`config.mk`:
```
export PLATFORM = sky130hd
export DESIGN_NAME = microroc_asic_emulator
export DESIGN_NICKNAME = d
export VERILOG_FILES = /design/src/rtl/microroc_emu_pkg.sv /design/src/rtl/frame_serializer.sv /design/src/rtl/microroc_asic_emulator.sv
export SDC_FILE = /design/constraint.sdc
export NUM_CORES = 1
export LEC_CHECK = 0
export CORE_ASPECT_RATIO = 0.9
export CORE_MARGIN = 2
export CORE_UTILIZATION = 55
export DETAILED_ROUTE_END_ITERATION = 7
export PLACE_DENSITY = 0.72
export REMOVE_ABC_BUFFERS = 1
export SYNTH_ARGS = -nofsm -noshare
export SYNTH_HDL_FRONTEND = slang
export SYNTH_SLANG_ARGS = --single-unit
```
`constraint.sdc`:
```
create_clock -name Clk -period 4 [get_ports Clk]
set_clock_uncertainty 0.05 [all_clocks]
set_input_delay 0.8 -clock Clk [delete_from_list [all_inputs] [get_ports Clk]]
set_output_delay 0.8 -clock Clk [all_outputs]
set_load 0.05 [all_outputs]
```
`src/rtl/microroc_emu_pkg.sv`:
```
// Shared definitions for the Microroc ASIC digital-side emulator:
// FSM state encoding, frame geometry and the frame packing helper.
package microroc_emu_pkg;

  localparam int FRAME_BITS = 24;
  localparam int INDEX_BITS = 8;
  localparam int BCID_BITS  = 16;

  // Frame layout: {index, bcid}, bcid in the low bits
  localparam int BCID_LSB  = 0;
  localparam int INDEX_LSB = BCID_LSB + BCID_BITS;

  localparam logic [2:0] ST_IDLE    = 3'd0;
  localparam logic [2:0] ST_ACQ     = 3'd1;
  localparam logic [2:0] ST_HOLD    = 3'd2;
  localparam logic [2:0] ST_WAIT_RO = 3'd3;
  localparam logic [2:0] ST_TX      = 3'd4;
  localparam logic [2:0] ST_END     = 3'd5;

  function automatic logic [FRAME_BITS-1:0] make_frame(
    input logic [INDEX_BITS-1:0] index,
    input logic [BCID_BITS-1:0]  bcid
  );
    make_frame = {index, bcid};
  endfunction

endpackage

```
`src/rtl/frame_serializer.sv`:
```
// Loads one frame word and shifts it out MSB first, one bit per cycle.
// last_bit is high during the cycle the final bit is on the output so the
// controlling FSM can reload back-to-back without a gap.
module frame_serializer
  import microroc_emu_pkg::*;
(
  input  logic                  Clk,
  input  logic                  clear,
  input  logic                  load,
  input  logic [FRAME_BITS-1:0] word,
  output logic                  bit_out,
  output logic                  active,
  output logic                  last_bit
);

  localparam logic [4:0] LAST_IDX = 5'(FRAME_BITS - 1);

  logic [FRAME_BITS-1:0] shift_r;
  logic [4:0]            bit_cnt_r;
  logic                  active_r;

  // Shift register: clear, load a new word, or shift toward the MSB
  always_ff @(posedge Clk) begin
    if (clear) begin
      shift_r   <= {FRAME_BITS{1'b0}};
      bit_cnt_r <= 5'd0;
      active_r  <= 1'b0;
    end else if (load) begin
      shift_r   <= word;
      bit_cnt_r <= 5'd0;
      active_r  <= 1'b1;
    end else if (active_r) begin
      // After the final shift the register is all zeros, so the line idles low
      shift_r <= {shift_r[FRAME_BITS-2:0], 1'b0};
      if (bit_cnt_r == LAST_IDX) begin
        bit_cnt_r <= 5'd0;
        active_r  <= 1'b0;
      end else begin
        bit_cnt_r <= bit_cnt_r + 5'd1;
      end
    end else begin
      shift_r   <= shift_r;
      bit_cnt_r <= bit_cnt_r;
      active_r  <= active_r;
    end
  end

  assign bit_out  = shift_r[FRAME_BITS-1];
  assign active   = active_r;
  assign last_bit = active_r && (bit_cnt_r == LAST_IDX);

endmodule

```
`src/rtl/microroc_asic_emulator.sv`:
```
// Behavioural model of the Microroc ASIC digital side as seen by the DAQ
// controller: emulated hits during acquisition, a conversion pulse on
// Chipsatb, serial readout of stored frames and an End_Readout pulse.
module microroc_asic_emulator
  import microroc_emu_pkg::*;
#(
  parameter int MEM_DEPTH   = 8,
  parameter int HIT_PERIOD  = 4,
  parameter int CONV_CYCLES = 10,
  parameter int END_PULSE   = 4
)
(
  input  logic       Clk,
  input  logic       reset_n,
  input  logic       Reset_b,
  input  logic       Start_Acq,
  input  logic       Start_Readout,
  input  logic       Pwr_on_d,
  output logic       Chipsatb,
  output logic       End_Readout,
  output logic       Dout,
  output logic       TransmitOn,
  output logic [7:0] Frame_count
);

  localparam int          ADDR_W     = (MEM_DEPTH > 1) ? $clog2(MEM_DEPTH) : 1;
  localparam logic [15:0] HIT_LAST   = 16'(HIT_PERIOD - 1);
  localparam logic [15:0] CONV_LAST  = 16'(CONV_CYCLES - 1);
  localparam logic [15:0] END_LAST   = 16'(END_PULSE - 1);
  localparam logic [7:0]  DEPTH_LAST = 8'(MEM_DEPTH - 1);

  logic [FRAME_BITS-1:0] mem_r [0:MEM_DEPTH-1];

  logic [2:0]  state_r;
  logic [15:0] bcid_r;
  logic [15:0] hit_cnt_r;
  logic [15:0] timer_r;
  logic [7:0]  frame_count_r;
  logic [7:0]  rd_idx_r;
  logic        chipsatb_r;
  logic        end_ro_r;
  logic        start_ro_prev_r;

  logic                  rst_s;
  logic                  ro_rise_s;
  logic                  store_s;
  logic                  full_s;
  logic                  ser_load_s;
  logic                  ser_clear_s;
  logic [FRAME_BITS-1:0] ser_word_s;
  logic                  ser_bit_s;
  logic                  ser_active_s;
  logic                  ser_last_s;

  // Hit storage, readout edge detection and serializer feed decisions
  always_comb begin
    rst_s       = !reset_n || !Reset_b;
    ro_rise_s   = Start_Readout && !start_ro_prev_r;
    store_s     = 1'b0;
    full_s      = 1'b0;
    ser_load_s  = 1'b0;
    ser_clear_s = rst_s;
    ser_word_s  = {FRAME_BITS{1'b0}};
    if (!rst_s) begin
      case (state_r)
        ST_ACQ: begin
          store_s = (hit_cnt_r == HIT_LAST) && Pwr_on_d;
          full_s  = store_s && (frame_count_r == DEPTH_LAST);
        end
        ST_WAIT_RO: begin
          if (ro_rise_s && (frame_count_r != 8'd0)) begin
            ser_load_s = 1'b1;
            ser_word_s = mem_r[0];
          end else begin
            ser_load_s = 1'b0;
          end
        end
        ST_TX: begin
          if (ser_last_s && (rd_idx_r != frame_count_r)) begin
            ser_load_s = 1'b1;
            ser_word_s = mem_r[rd_idx_r[ADDR_W-1:0]];
          end else begin
            ser_load_s = 1'b0;
          end
        end
        default: begin
          ser_load_s = 1'b0;
        end
      endcase
    end else begin
      ser_load_s = 1'b0;
    end
  end

  // Frame memory: written at the current fill address on each accepted hit
  always_ff @(posedge Clk) begin
    if (store_s) begin
      mem_r[frame_count_r[ADDR_W-1:0]] <= make_frame(frame_count_r, bcid_r);
    end
  end

  // Main FSM: acquisition, conversion hold, readout and end pulse
  always_ff @(posedge Clk) begin
    if (rst_s) begin
      state_r         <= ST_IDLE;
      bcid_r          <= 16'd0;
      hit_cnt_r       <= 16'd0;
      timer_r         <= 16'd0;
      frame_count_r   <= 8'd0;
      rd_idx_r        <= 8'd0;
      chipsatb_r      <= 1'b1;
      end_ro_r        <= 1'b0;
      start_ro_prev_r <= 1'b0;
    end else begin
      start_ro_prev_r <= Start_Readout;
      case (state_r)
        ST_IDLE: begin
          if (Start_Acq) begin
            state_r       <= ST_ACQ;
            bcid_r        <= 16'd0;
            hit_cnt_r     <= 16'd0;
            frame_count_r <= 8'd0;
          end
        end
        ST_ACQ: begin
          bcid_r <= bcid_r + 16'd1;
          if (hit_cnt_r == HIT_LAST) begin
            hit_cnt_r <= 16'd0;
          end else begin
            hit_cnt_r <= hit_cnt_r + 16'd1;
          end
          if (store_s) begin
            frame_count_r <= frame_count_r + 8'd1;
          end
          // A store on the exit edge still completes before the hold
          if (!Start_Acq || full_s) begin
            state_r    <= ST_HOLD;
            chipsatb_r <= 1'b0;
            timer_r    <= 16'd0;
          end
        end
        ST_HOLD: begin
          if (timer_r == CONV_LAST) begin
            chipsatb_r <= 1'b1;
            state_r    <= ST_WAIT_RO;
          end else begin
            timer_r <= timer_r + 16'd1;
          end
        end
        ST_WAIT_RO: begin
          if (ro_rise_s) begin
            state_r  <= ST_TX;
            rd_idx_r <= 8'd1;
          end
        end
        ST_TX: begin
          if ((frame_count_r == 8'd0) || (ser_last_s && (rd_idx_r == frame_count_r))) begin
            state_r  <= ST_END;
            end_ro_r <= 1'b1;
            timer_r  <= 16'd0;
          end else if (ser_last_s) begin
            rd_idx_r <= rd_idx_r + 8'd1;
          end
        end
        ST_END: begin
          if (timer_r == END_LAST) begin
            end_ro_r      <= 1'b0;
            frame_count_r <= 8'd0;
            state_r       <= ST_IDLE;
          end else begin
            timer_r <= timer_r + 16'd1;
          end
        end
        default: begin
          state_r <= ST_IDLE;
        end
      endcase
    end
  end

  frame_serializer u_serializer (
    .Clk      (Clk),
    .clear    (ser_clear_s),
    .load     (ser_load_s),
    .word     (ser_word_s),
    .bit_out  (ser_bit_s),
    .active   (ser_active_s),
    .last_bit (ser_last_s)
  );

  assign Chipsatb    = chipsatb_r;
  assign End_Readout = end_ro_r;
  assign Frame_count = frame_count_r;
  assign Dout        = ser_bit_s;
  assign TransmitOn  = ser_active_s;

endmodule

```
# == Yosys cells after proc, flatten, opt, wreduce, memory -nomap -nowiden ==
# Memories as Yosys holds them, arrays and structs flattened. A register that Yosys moved wholly into a read port is not among the register bits.
# Cells that the tools add are included.
# classes
add_sub_neg,6
eq_ne,23
mux,51
n_reduce_logical,32
# op_table
operator,n
$mux 16,6
$mux 24,4
$pmux 16 s2,2
$pmux 16 s4,1
$add 16x1->16 const B,3
$mux 8,6
$pmux 24 s2,1
$eq 16x2->1 const B,2
$mux 3,8
$pmux 8 s3,1
$ne 2x2->1 const B,11
$pmux 3 s6,1
$add 8x1->8 const B,2
$eq 16x4->1 const B,1
$mux 1,16
$pmux 8 s2,1
$reduce_bool 2->1,5
$eq 8x3->1 const B,1
$eq 8x8->1,1
$logic_not 8->1,1
$ne 8x8->1,1
$reduce_and 4->1,2
$reduce_bool 8->1,1
$logic_and 1x1->1,7
17 further kinds,27
# totals
reg_bits,100
ram_bits,192
inputBits,6
n_memories,1
# memory_table
memory,depth,width,rd,rd_ports_with_merged_regs,write_ports,line,rtl
mem_r,8,24,2,1,1,microroc_asic_emulator.sv:32,logic [FRAME_BITS-1:0] mem_r [0:MEM_DEPTH-1];

# == Longest topological paths before layout ==
# Gate-level depths: netlist of run 1.
# logic_depth
depth_word,8
mapped_depth,10
mapped_depth_nobuf,8

# == Modules after synthesis ==
# Synthesis of run 1 repeated with hierarchy kept, for this count alone.
# unflattened
hier_cells,971
area_unflattened_um2,12858.6
# by_module_without_submodules
mod,instances,cells_each,area_per_inst_um2
microroc_asic_emulator,1,836,11427.2
frame_serializer,1,135,1431.4

# == Least setup slack after synthesis of run 1 ==
# Ideal clock, no wire load.
# synth_path
kind,reg-to-reg
from,register hit_cnt_r[0]
to,memory mem_r[5][0] (enable)
setup_time_ns,0.440
arrival_time_ns,3.325
required_time_ns,3.510
setup_slack_ns,0.185
path_stages_with_launch,7
cell_sequence,dfxtp_1 -> ha_1 -> nor4b_1 -> nand4_1 -> nor3_1 -> nand2_1 -> nor3b_1
# synth_between
elab_chain_len,6
# synth_rtl
element,line,rtl
"start, declared",microroc_asic_emulator.sv:36,logic [15:0] hit_cnt_r;
"start signal, assigned",microroc_asic_emulator.sv:130,hit_cnt_r <= hit_cnt_r + 16'd1;
$eq 16x2->1,microroc_asic_emulator.sv:67,store_s = (hit_cnt_r == HIT_LAST) && Pwr_on_d;
$logic_and 1x1->1,microroc_asic_emulator.sv:67,
$mux 1,microroc_asic_emulator.sv:65,case (state_r)
$mux 1,microroc_asic_emulator.sv:64,if (!rst_s) begin
$mux 1,microroc_asic_emulator.sv:97,if (store_s) begin
$mux 1 (implied by the code),microroc_asic_emulator.sv:98,"mem_r[frame_count_r[ADDR_W-1:0]] <= make_frame(frame_count_r, bcid_r);"
"end, declared",microroc_asic_emulator.sv:32,
# No other way between the ends.

# == Worst setup path after layout of run 1 ==
# layout_path
from,"register frame_count_r[1], in the netlist Frame_count[1]"
to,register timer_r[12]
# layout_between
elab_chain_len,7
elab_cells_between_ends,12
classes_between,eq/ne: 4; mux: 2; reduce/logical: 6
# layout_rtl
element,line,rtl
"start, declared",microroc_asic_emulator.sv:38,logic [7:0] frame_count_r;
"start signal, assigned",microroc_asic_emulator.sv:133,frame_count_r <= frame_count_r + 8'd1;
$eq 8x3->1,microroc_asic_emulator.sv:68,full_s = store_s && (frame_count_r == DEPTH_LAST);
$logic_and 1x1->1,microroc_asic_emulator.sv:68,
$mux 1,microroc_asic_emulator.sv:65,
$mux 1,microroc_asic_emulator.sv:64,
$logic_or 1x1->1,microroc_asic_emulator.sv:136,if (!Start_Acq || full_s) begin
$ne 2x2->1 (no source line),-,
$reduce_and 5->1 (no source line) *,-,
"end signal, assigned",microroc_asic_emulator.sv:147,timer_r <= timer_r + 16'd1;
"end signal, assigned",microroc_asic_emulator.sv:171,timer_r <= timer_r + 16'd1;
"end, declared",microroc_asic_emulator.sv:37,logic [15:0] timer_r;
# Mark *: on every way between the ends. The rest lies on a longest branch, timed or not.
# A chain may end at the register's enable or synchronous reset.

==> impl_metrics.tcl, run 1 <==
set metrics [dict create \
    p_int_w 0.00473 \
    crit_path_end_kind "register" \
    synthSimpleGateAreaFrac 0.107 \
    vdd_drop_max_uv 298 \
    ant_nets 0 \
    hold_viol 0 \
    drtIter0Drc 778 \
    core_area_sq_um 22300 \
    critPathBufInv 0 \
    routedWlPerCell_um 20.7 \
    final.min_clock_period_ps 3170 \
    dp_slack_ps 507 \
    combPwrFrac 0.025 \
    slowest_stage "dfxtp_1" \
    worst_pin_slew_ps 1160 \
    hold_path_class "register to register" \
    synth.distinct_cells 60 \
    p_leak_nw 4.32 \
    ctsHoldBuffers 0 \
    worst-path-max-fanout 18 \
    whs_ps 415 \
    fin_crit_sh 0.791 \
    grt_pass1_vias 7676 \
    outcome "completed" \
    nets 972 \
    dieWidth_um 162 \
    setup_ws_ps 834 \
    synth_compound_area_frac 0.0987 \
    crit_family "simple AND/OR/NAND/NOR gates" \
    setup_violations 0 \
    grt_max_degree 46 \
    dr.pass1.iters 5 \
    mappedNetlistArea_sq_um 12400 \
    synth_flop_cell "edfxtp_1" \
    grt_first_pass_wirelength_um 42200 \
    synthMuxAreaShare 0.115 \
    fmax_mhz 316 \
    layout.area.seq_sq_um 7830 \
    rsz0062_at_grt "false" \
    start_kind "register" \
    ios 18 \
    multi_input_area_sq_um 4310 \
    overflow 0 \
    p_per_area_nw_per_um2 426 \
    cts_num_sinks 295 \
    yosysSeqAreaShare 0.631 \
    dpl_cell_area_sq_um 13100 \
    sw_frac_of_total 0.204 \
    synth_top_family_by_area "multiplexers" \
    syn_avg_cell_area_sq_um 13.4 \
    cts_setup_buffers 0 \
    insertion_delay_ps 550 \
    cts_resized 0 \
    root_buffer "clkbuf_16" \
    critical_path_class "register to register" \
    die_h_um 147 \
    yosysWarnings 0 \
    clk_pin_slew_ps 60 \
    nFillCells 1658 \
    async_reset_ff_frac 0 \
    synthCells 929 \
    cap_violations 0 \
    wl_um 26400 \
    avgViaCountPerCell 6.19 \
    synth_top_area_frac 0.464 \
    drc 0 \
    gp_congestion 0.804 \
    yosys.area.top_type "edfxtp_1" \
    cts_buffers 29 \
    h-tree-depth 1 \
    clockPowerShare 0.434 \
    dp_hpwl_um 15900 \
    max_slew_margin 0.230 \
    area_growth_pct 12.4 \
    fin_area_sq_um 14000 \
    track_usage 0.225 \
    vias 7915 \
    rows 52 \
    antenna_found_initial 1 \
    yosys.area_share.xor_xnor 0.0148 \
    p_switching_w 0.00121 \
    synth_seq_cells 295 \
    synth_edf_count 192 \
    place.port_buffers 17 \
    slew_viol_final 0 \
    cp.arrival_ps 3590 \
    final_layout_size_suffix_gt1_frac 0.170 \
    dieArea_sq_um 23800 \
    r2r_slack_ps 830 \
    slowest_delay_ps 820 \
    start_util 0.556 \
    required_ps 4420 \
    yosys-top-cells-area "edfxtp_1, dfxtp_1, mux4_2" \
    crit_chain "xnor2_1 > nand4_1 > nor4_1 > a2bb2oi_4 > o211ai_2 > or4_1 > a21oi_1" \
    synth_fa_ha_area_frac 0.00806 \
    cts_buffer_depth 3 \
    pwr-share-seq 0.542 \
    cts_tree "yes" \
]
==> stage by stage <==
stage / cells / total power [W] / setup TNS [ps] / util
finish: 1278 / 0.00594 / 0 / 0.625
global route: 1277 / 0.00611 / 0 / 0.625
floorplan: 878 / 0.00338 / -6010 / -
CTS: 1277 / 0.00598 / 0 / 0.625
detailed placement: 1224 / 0.00343 / 0 / 0.585
global placement: 1224 / 0.00343 / 0 / 0.585
==> cell type report <==
type                       count  share of cell area
clock buffer                  40              0.0549
antenna                        1            0.000179
tap                          297              0.0266
sequential                   295               0.561
multi-input combinational    554               0.309
inverter                      29             0.00780
timing repair buffer          49              0.0312
clock inverter                13             0.00932
==> Yosys cell counts (17+ instances only) <==
master	number
o21ai_0	31
mux2_2	25
nand2_1	47
nor3_1	25
a221oi_1	24
a211oi_1	22
dfxtp_1	103
inv_1	29
edfxtp_1	192
mux4_2	48
nand3_1	17
a21oi_1	75
nor2_1	71
clkbuf_1	41
==> tightest hold or removal path: stages (launching register included) <==
cell      delay [ps]
dfxtp_1          300
inv_1             60
a211oi_1          60
==> flip-flops by register name, summed over array words and instances, names as in the netlist, named ones only <==
signal,cells
End_Readout,1
Frame_count,8
start_ro_prev_r,1
state_r,3
mem_r,192
hit_cnt_r,16
u_serializer.active,1
Chipsatb,1
u_serializer.bit_cnt_r,5
bcid_r,16
rd_idx_r,8
timer_r,16
u_serializer.shift_r,24
==> layer usage <==
metal | GRT usage | part of all wire
met3 | 0.0335 | 0.065
met1 | 0.327 | 0.43
met5 | 0 | 0
met4 | 0.0518 | 0.018
met2 | 0.361 | 0.48
==> power by group through the flow <==
stage	Clock [W]	Combinational, W	Sequential [W]
after floorplan	0	0.0000913	0.00328
after global placement	0	0.000144	0.00328
after detailed placement	0	0.000145	0.00328
after CTS	0.00262	0.000146	0.00322
after global routing	0.00273	0.000162	0.00322
final	0.00258	0.000147	0.00322
==> worst paths after layout <==
| kind | from | to | depth (start not counted) |
|---|---|---|---|
| min | u_serializer.shift_r[2] | u_serializer.shift_r[2] | 2 |
| max | Frame_count[1] | timer_r[12] | 7 |
| min reg2reg | u_serializer.shift_r[2] | u_serializer.shift_r[2] | 2 |
| max reg2reg | Frame_count[1] | timer_r[12] | 7 |
==> logic make-up after synthesis <==
group,Yosys count
flops,295
compound gates,189
simple gates,256
fa+ha+maj,8
xor+xnor,21
mux,80
buf+inv,80
==> placed cells by master, fill, tap and decap left out, drive strengths merged, types with 9 or more instances in the layout <==
master / instances
clkbuf: 40
nand4: 13
dfxtp: 103
o21ai: 32
nor4: 13
mux4: 48
nor2: 71
edfxtp: 192
xnor2: 9
and3: 15
a21oi: 75
buf: 32
nand2b: 10
nand3: 18
mux2: 25
clkdlybuf4s50: 17
clkinv: 9
inv: 30
a221oi: 24
a211oi: 22
nand2: 47
nor3: 25
xor2: 12
No activity file was read; power rests on OpenSTA's default activity.
==> run 2: changes to the inputs <==
Settings changed: PLACE_DENSITY 0.72 to 0.69.
Clock period 4 ns to 3.2 ns, I/O delays scaled along.
==> run 2 against run 1 <==
  * Largest power group unchanged
  * Sequential power is 25% higher
  * Critical path depth stayed put
  * Sequential share of layout area is 1.3 points lower
==> impl_metrics.tcl, run 2 (synthesis gave the netlist of run 1 again) <==
set metrics [dict create \
    cap_violations 0 \
    cts_tree "yes" \
    pwr-share-seq 0.519 \
    root_buffer "clkbuf_16" \
    antenna_cells 0 \
    max_slew_margin 0.272 \
    setup_violations 0 \
    largest_register_ffs 192 \
    cts_buffers 29 \
    dr.pass1.iters 5 \
    clockPowerShare 0.455 \
    crit_chain "ha_1 > nor4b_1 > nand4_1 > nor3_1 > nand2_1 > nor3b_2 > buf_12" \
    hold_viol 0 \
    dp_hpwl_um 15800 \
    h-tree-depth 1 \
    rows 52 \
    insertion_delay_ps 560 \
    track_usage 0.226 \
    core_area_sq_um 22300 \
    fin_area_sq_um 14300 \
    cts_setup_buffers 0 \
    rr_worst_depth 7 \
    drc 0 \
    grt_max_degree 42 \
    sw_frac_of_total 0.205 \
    critical_path_class "register to register" \
    clk_pin_slew_ps 70 \
    ctsHoldBuffers 0 \
    wl_um 26500 \
    nets 989 \
    overflow 0 \
    slew_viol_final 0 \
    antenna_found_initial 0 \
    place_inst 1241 \
    cts_buffer_depth 3 \
    hold_depth 2 \
    ios 18 \
    area_growth_pct 15.0 \
    cts_resized 0 \
    vdd_drop_max_uv 399 \
    ant_nets 0 \
    dpl_cell_area_sq_um 13300 \
    crit_cells 7 \
    final_common_cell "edfxtp_1" \
    p_switching_w 0.00159 \
    die_h_um 147 \
    rsz0062_at_grt "false" \
    p_int_w 0.00616 \
    slowest_delay_ps 420 \
    vias 7913 \
    combPwrFrac 0.025 \
    avgViaCountPerCell 6.11 \
    final_layout_size_suffix_gt1_frac 0.197 \
    required_ps 3400 \
    hold_path_class "register to register" \
    final.min_clock_period_ps 2910 \
    worst-path-max-fanout 18 \
    dieArea_sq_um 23800 \
    p_leak_nw 4.50 \
    grt_first_pass_wirelength_um 42100 \
    worst_pin_slew_ps 1090 \
    cts_num_sinks 295 \
    final_cell_mix "edfxtp_1, dfxtp_1, a21oi_1" \
    cp.arrival_ps 3110 \
    start_kind "register" \
    crit_family "simple AND/OR/NAND/NOR gates" \
    p_per_area_nw_per_um2 542 \
    gp_congestion 0.818 \
    fin_cells 1295 \
    dieWidth_um 162 \
    crit_path_end_kind "register" \
    fin_crit_sh 0.909 \
    slowest_stage "nor3_1" \
    fmax_mhz 344 \
    start_util 0.556 \
    total_power_w 0.00774 \
    place.port_buffers 17 \
    grt_pass1_vias 7522 \
    tns_ps 0 \
    fin_util 0.640 \
    outcome "completed" \
    critPathBufInv 1 \
    routedWlPerCell_um 20.5 \
    drtIter0Drc 698 \
]
run 2: area by class of cell:
type | count | area [sq um]
Clock inverter | 15 | 174
Sequential cell | 295 | 7830
Tap cell | 297 | 372
Timing Repair Buffer | 66 | 651
Multi-Input combinational cell | 554 | 4310
Clock buffer | 39 | 833
Fill cell | 1628 | 8040
Inverter | 29 | 109
run 2: worst paths after layout:
path                                          startpoint                  endpoint  slack [ps]
worst max-delay path                        hit_cnt_r[0]               mem_r[5][4]         290
worst min-delay path            u_serializer.shift_r[15]  u_serializer.shift_r[15]         420
worst max register to register              hit_cnt_r[0]               mem_r[5][4]         290
worst min register to register  u_serializer.shift_r[15]  u_serializer.shift_r[15]         420
run 2: worst min-delay path: stages, from the launching register on:
cell and delay, ps:
dfxtp_1 300, inv_1 60, a211oi_1 60
run 2: per-stage QoR:
stage,worst slack (ps),hold WS (ps)
2_1_floorplan,-1240,390
3_3_place_gp,90.8,403
3_5_place_dp,42.9,409
4_1_cts,323,423
5_1_grt,56.9,436
6_report,292,420
run 2: power by group through the flow:
stage	combinational (W)	sequential (W)	clock [W]
floorplan	0.000114	0.00411	0
global placement	0.000192	0.00411	0
detailed placement	0.000193	0.00411	0
CTS	0.000195	0.00402	0.00357
global route	0.000216	0.00402	0.00371
finish	0.000196	0.00402	0.00353
run 2: metal layers:
| layer | GRT usage | routed length [um] | up-vias | share of wire |
|---|---|---|---|---|
| li1 | - | - | 3694 | - |
| met1 | 0.338 | 12000 | 3930 | 0.45 |
| met2 | 0.356 | 12500 | 242 | 0.47 |
| met3 | 0.0301 | 1470 | 47 | 0.055 |
| met4 | 0.0531 | 590 | 0 | 0.022 |
| met5 | 0 | 0 | - | 0 |
